==> src/rtl/mem_bus_arbiter.sv <==
// mem_bus_arbiter: shares one memory port between CPU and DMA with fixed CPU priority, a starvation guard and an access watchdog
module mem_bus_arbiter #(
  parameter int          MAX_CPU_STREAK = 4,
  parameter int          TIMEOUT        = 64,
  parameter logic [31:0] ERR_DATA       = 32'hDEAD_BEEF
) (
  input  logic        clk,
  input  logic        reset,
  input  logic        cpu_req_i,
  input  logic        cpu_we_i,
  input  logic [31:0] cpu_addr_i,
  input  logic [31:0] cpu_wdata_i,
  output logic [31:0] cpu_rdata_o,
  output logic        cpu_ready_o,
  input  logic        dma_req_i,
  input  logic        dma_we_i,
  input  logic [31:0] dma_addr_i,
  input  logic [31:0] dma_wdata_i,
  output logic [31:0] dma_rdata_o,
  output logic        dma_ready_o,
  output logic        mem_req_o,
  output logic        mem_we_o,
  output logic [31:0] mem_addr_o,
  output logic [31:0] mem_wdata_o,
  input  logic [31:0] mem_rdata_i,
  input  logic        mem_ready_i,
  output logic        grant_cpu_o,
  output logic        grant_dma_o,
  output logic        timeout_err_o
);
  typedef enum logic [1:0] {IDLE, GNT_CPU, GNT_DMA, ABORT} state_e;
  localparam logic [3:0]  STREAK_MAX = 4'(MAX_CPU_STREAK);
  localparam logic [15:0] TIMER_LAST = 16'(TIMEOUT - 1);
  state_e      state_q, state_d;
  logic [3:0]  streak_q, streak_d;
  logic [15:0] timer_q, timer_d;
  logic        owner_q, owner_d;
  logic        err_q, err_d;
  logic        both, pick_dma, expire, abort;
  assign both     = cpu_req_i & dma_req_i;
  assign pick_dma = dma_req_i & (~cpu_req_i | (streak_q == STREAK_MAX));
  assign expire   = (TIMEOUT != 0) && (timer_q == TIMER_LAST);
  // next state: arbitrate in IDLE, wait for memory or watchdog while granted, one ABORT cycle
  always_comb begin
    state_d  = state_q;
    streak_d = streak_q;
    timer_d  = timer_q;
    owner_d  = owner_q;
    err_d    = err_q;
    unique case (state_q)
      IDLE: begin
        timer_d = '0;
        if (cpu_req_i | dma_req_i) begin
          state_d  = pick_dma ? GNT_DMA : GNT_CPU;
          owner_d  = pick_dma;
          streak_d = (both & ~pick_dma) ? streak_q + 4'd1 : 4'd0;
        end
      end
      GNT_CPU, GNT_DMA: begin
        state_d = mem_ready_i ? IDLE : expire ? ABORT : state_q;
        timer_d = (mem_ready_i | expire) ? 16'd0 : timer_q + 16'd1;
        err_d   = err_q | (~mem_ready_i & expire);
      end
      default: state_d = IDLE;
    endcase
  end
  // state registers with asynchronous reset so mem_req drops immediately
  always_ff @(posedge clk or posedge reset) begin
    if (reset) begin
      state_q  <= IDLE;
      streak_q <= '0;
      timer_q  <= '0;
      owner_q  <= 1'b0;
      err_q    <= 1'b0;
    end else begin
      state_q  <= state_d;
      streak_q <= streak_d;
      timer_q  <= timer_d;
      owner_q  <= owner_d;
      err_q    <= err_d;
    end
  end
  assign grant_cpu_o   = state_q == GNT_CPU;
  assign grant_dma_o   = state_q == GNT_DMA;
  assign abort         = state_q == ABORT;
  assign timeout_err_o = err_q;
  assign mem_req_o     = grant_cpu_o ? cpu_req_i   : grant_dma_o ? dma_req_i   : 1'b0;
  assign mem_we_o      = grant_cpu_o ? cpu_we_i    : grant_dma_o ? dma_we_i    : 1'b0;
  assign mem_addr_o    = grant_cpu_o ? cpu_addr_i  : grant_dma_o ? dma_addr_i  : 32'h0;
  assign mem_wdata_o   = grant_cpu_o ? cpu_wdata_i : grant_dma_o ? dma_wdata_i : 32'h0;
  assign cpu_ready_o   = (grant_cpu_o & mem_ready_i) | (abort & ~owner_q);
  assign dma_ready_o   = (grant_dma_o & mem_ready_i) | (abort & owner_q);
  assign cpu_rdata_o   = abort ? ERR_DATA : mem_rdata_i;
  assign dma_rdata_o   = abort ? ERR_DATA : mem_rdata_i;
endmodule

==> config.mk <==
export PLATFORM = sky130hd
export DESIGN_NAME = mem_bus_arbiter
export DESIGN_NICKNAME = d
export VERILOG_FILES = /design/src/rtl/mem_bus_arbiter.sv
export SDC_FILE = /design/constraint.sdc
export NUM_CORES = 1
export LEC_CHECK = 0
export BUFFER_PORTS_ARGS = -buffer_cell sky130_fd_sc_hd__buf_2
export CORE_AREA = 5 5 115 117
export DETAILED_ROUTE_END_ITERATION = 10
export DIE_AREA = 0 0 120 122
export HOLD_SLACK_MARGIN = 0.1
export PLACE_DENSITY_LB_ADDON = 0.25
export REMOVE_ABC_BUFFERS = 1
export SYNTH_ARGS = -nofsm -noshare
export SYNTH_HDL_FRONTEND = slang
export SYNTH_SLANG_ARGS = --single-unit
==> constraint.sdc <==
create_clock -name clk -period 1.61 [get_ports clk]
set_input_delay 0.161 -clock clk [delete_from_list [all_inputs] [get_ports clk]]
set_output_delay 0.161 -clock clk [all_outputs]
set_load 0.01 [all_outputs]
* Word level (Yosys, flattened, before mapping)
Index checks and enable logic that the tools add are counted.
** Storage, ports and cells
- Bits in registers :: 24
- Output and inout bits :: 135
- RAM bits :: 0
- Latch bits :: 0
- Memories kept :: 0
- ROM bits :: 0
** Cells by class
- Add/subtract/negate cells :: 2
- Div/mod/pow operators :: 0
- Multiplexer cells :: 17
- Reduce and logical (&&, ||, !) cells :: 5
- Shifts and indexed selects :: 0
- Eq/ne operators :: 7
- Multiply operators :: 0
- Bitwise operators :: 18
- Order comparisons :: 0
** Operators by type and width (number)
- 32-bit two-way mux :: 5
- 16-bit case mux with 2 select lines :: 1
- 16-bit by 1-bit adder with 16-bit output (second input constant) :: 1
- 16-bit by 6-bit equality test with 1-bit output (second input constant) :: 1
- 16-bit two-way mux :: 1
- 1-bit AND :: 8
- 2-bit two-way mux :: 4
- 1-bit OR :: 6
- 4-bit by 1-bit adder with 4-bit output (second input constant) :: 1
- 2-bit equality test (second input constant) :: 2
- 4-bit by 3-bit equality test with 1-bit output (second input constant) :: 1
- 1-bit two-way mux :: 4
- 4-bit two-way mux :: 1
- 1-bit inverter :: 4
- 2-bit case mux with 2 select lines :: 1
- 2-bit AND reduction :: 2
- 3-bit inequality test (second input constant) :: 1
- 2-bit by 1-bit equality test with 1-bit output (second input constant) :: 1
- 2-bit zero test :: 1
- 2-bit inequality test (second input constant) :: 1
- 2-bit nonzero test :: 1
- 2-bit OR reduction :: 1

* Longest topological paths before layout
- Word-level depth :: 6
- Gate-level depth with buffers :: 7
- Mapped depth without buffers :: 6

* Worst setup path before layout
No wires, ideal clock.
- Path type :: reg-to-output
- Start point :: reg state_q[1]
- End point :: out mem_addr_o[10]
- Setup slack :: -0.244 ns
- Stages on the path, launching flop included :: 8
- Buffers on the path :: 3
- Data arrival time :: 1.693 ns
- Cell sequence :: dfrtp_1 inv_1 ha_1 clkbuf_1 nor2b_1 clkbuf_1 buf_1 a22o_1
** RTL lines
- from (decl) :: RTL line 34 : state_e state_q, state_d;
- from (signal assigned) :: RTL line 76 : state_q <= state_d;
- 2-bit by 1-bit equality test with 1-bit output :: RTL line 83 : assign grant_cpu_o = state_q == GNT_CPU;
- net grant_cpu_o :: RTL line 27 : output logic grant_cpu_o,
- 32-bit two-way mux :: RTL line 89 : assign mem_addr_o = grant_cpu_o ? cpu_addr_i : grant_dma_o ? dma_addr_i : 32'h0;
- to (decl) :: RTL line 23 : output logic [31:0] mem_addr_o,
The timed path passes the listed nets, and every way through them passes these cells.

* Worst setup path after layout
- Start point :: reg state_q[1]
- End point :: out mem_addr_o[18]
** Between the ends
- Cells in the longest elaborated chain, start to end :: 3
** RTL lines
- 2-bit equality test :: RTL line 84 : assign grant_dma_o = state_q == GNT_DMA;
- 32-bit two-way mux :: RTL line 89
- 32-bit two-way mux (*) :: RTL line 89
Every way passes the cells marked *; elsewhere a longest branch is shown, timed or not.

==> metrics.csv <==
metric,value,unit
clock_latency,0.26,ns
synth-edff-count,0,
nets,795,
min_path_cells,3,
worst_pin_slew,0.4142,ns
syn-cell-area,2459,sq um
reg2reg_to,timer_q[12],
p_leak,3.105,nW
hold_end,streak_q[1],
finalMaxSlewViolations,0,
synth_commonest_cells,"a22o_1, buf_4, or2_2",
rows,41,
rrSetupSlack,-0.26,ns
yosysSeqAreaShare,24.43,%
yosys_warnings,0,
cp.arrival,1.75,ns
yosysMostFrequentCell,a22o_1,
syn_to_final_growth,137.5,%
netlist.area_leader.share,24.43,%
wl_met3,1.328,mm
start_util,20.05,%
synth.area.top_cells,"dfrtp_1, a22o_1, buf_4",
grt_start_max_net_pins,25,
grt_usage,20.35,%
die_h,122,um
final_util,47.63,%
dp_hpwl,12.46,mm
h-tree-depth,1,
path_class,flop to primary output,
cts.sinks,24,
holdCritStartpoint,cpu_req_i,
core,12260,sq um
dieArea,14640,sq um
rsz0062_at_grt,true,
ios,302,
setup-violations-final,149,
grt_pass1_wl,22.55,mm
drive_above_1_share,74.52,%
clockRootBuffer,clkbuf_16,
gp_congestion,0.8997,
async_reset_ff_share,100.0,%
hold_path.class,input pin to flop,
syn_area_per_cell,8.363,sq um
first_pass_iters,4,
ctsLongestPathBuffers,2,
num_vias,3665,
relSlewSlack,72.31,%
status,"complete, but fails checks",
cp.required,1.45,ns
die_w,120,um
grt_pass1_vias,3638,
min_period_over_period,118.7,%
antenna_found_initial,2,
cp_max_fo,12,
vias_per_cell,4.754,
wire_per_inst,21.86,um
ir_drop,472.3,uV
drtIter0Drc,194,
yosysUniqueCellTypes,41,
drc_errors,0,
setup_ws,-0.3013,ns
start_kind,flop,
period_needed,1.911,ns
port-buffer-count,301,
reg2regPathDepth,8,
drt_wl_total,16.86,mm
drv_cap,0,
cts_buffers,3,
cts_tree,yes,
highest_layer,met5,
synth_top_flop_cell,dfrtp_1,
post-place-ws,-0.2118,ns
critPathCaptureType,primary output,
p_per_area,1209,nW/um^2
antenna_left,0,
rr_startpoint,state_q[1],
fmax,523.2,MHz
wl_met2,8.308,mm
wl_met1,6.935,mm
synth_top_area_cell,dfrtp_1,
violations,setup timing,
finalHoldViolCount,0,
syn_inst,294,
clock_skew,0.004720,ns
ys_ff_latch,24,
grt_overflow,0,
cts.reportedPaths.clkPinSlew,0.07,ns
-- per-layer routing --
metal / vias to the layer above / GRT usage (%)
met5: - / 0
met4: 2 / 4.724
met3: 22 / 5.664
met2: 164 / 33.90
met1: 1771 / 26.23
li1: 1706 / -
-- power breakdown --
| group | total [mW] | switching, mW | internal (mW) |
|---|---|---|---|
| registers | 0.735 | 0.0626 | 0.673 |
| clock network | 0.727 | 0.232 | 0.495 |
| logic | 5.60 | 2.53 | 3.06 |
| total | 7.06 | 2.83 | 4.23 |
-- layout make-up --
type                    count  area [sq um]
fillers                  1179          6421
repair buffers            375          2933
multi-input cells         207          1968
flip-flops and latches     24         600.6
well taps                 150         187.7
clock buffers               3         75.07
inverters                  10         42.54
clock inverters             1         30.03
diodes                      1         2.502
-- flip-flops by register name, summed over array words and instances (netlist names) --
signal	cells
owner_q	1
state_q	2
streak_q	4
timeout_err_o	1
timer_q	16
-- critical path, cell delays in order (launching register included) --
cell and delay, ns:
dfrtp_1 0.39, buf_6 0.14, inv_4 0.06, ha_4 0.18, nor2b_4 0.06, buf_12 0.14, buf_12 0.14, a22o_1 0.23
buf_6 0.13
-- how the worst max path moves through the flow --
stage / from / endpoint / slack [ns] / cells past startpoint
floorplan: state_q[1] / mem_addr_o[0] / -2.51 / 4
CTS: state_q[1] / mem_addr_o[13] / -0.29 / 8
global route: state_q[0] / mem_addr_o[1] / -0.37 / 8
global placement: state_q[0] / mem_addr_o[13] / -0.16 / 7
detailed placement: state_q[0] / mem_addr_o[13] / -0.21 / 7
finish: state_q[1] / mem_addr_o[18] / -0.30 / 8
-- metrics by stage --
| stage | cells | total power [mW] | hold slack [ns] | setup TNS (ns) | instance area (sq um) |
|---|---|---|---|---|---|
| floorplan | 241 | 2.583 | 0.1756 | -166.52 | 2138 |
| global placement | 730 | 4.351 | 0.2371 | -4.883 | 4153 |
| detailed placement | 730 | 4.380 | 0.2470 | -8.135 | 4153 |
| CTS | 757 | 6.519 | 0.2883 | -27.25 | 5341 |
| global route | 771 | 7.443 | 0.3366 | -39.08 | 5839 |
| finish | 771 | 7.059 | 0.3236 | -31.10 | 5839 |
-- cell usage in the layout, fill, tap and decap left out, types with 2 or more instances in the layout --
cell type  count
buf_2        221
buf_6         98
a22o_1        64
buf_4         36
or2_4         25
dfrtp_1       24
nor2b_4       10
nand2_1       10
buf_16         9
inv_1          8
nor2_1         7
xnor2_1        7
nor4_4         6
nor2_2         6
clkbuf_16      5
buf_12         5
nand4_1        4
xor2_1         4
o21ai_1        4
nand3_1        4
nand2_2        4
ha_4           4
nor2_4         3
o21ai_0        3
ha_1           3
buf_8          3
and3_1         2
nor4_2         2
nand2b_1       2
nor3b_2        2
a21o_1         2
inv_4          2
xnor2_2        2
a22o_4         2
o21ai_2        2
-- cell families after synthesis --
family                     Yosys count  synth area share, %
and+or+nand+nor                    100                23.97
AOI/OAI and AO/OA                   87                28.86
buffers and inverters               63                14.55
DFF                                 24                24.43
xor gates and xnor gates            13                4.631
adders and majority gates            7                3.562
-- what timing repair did --
| action | 4_1_cts | 5_1_grt |
|---|---|---|
| hold buffers | 1 | 0 |
| setup endpoints to repair | 148 | 153 |
| gates resized for setup | 160 | 77 |
| pin swaps | 17 | 26 |
| gates cloned | 10 | 2 |
| buffers inserted | 14 | 12 |
| endpoints found under the hold margin | 24 | 0 |
Note: power is estimated with default switching activity, not from simulation.
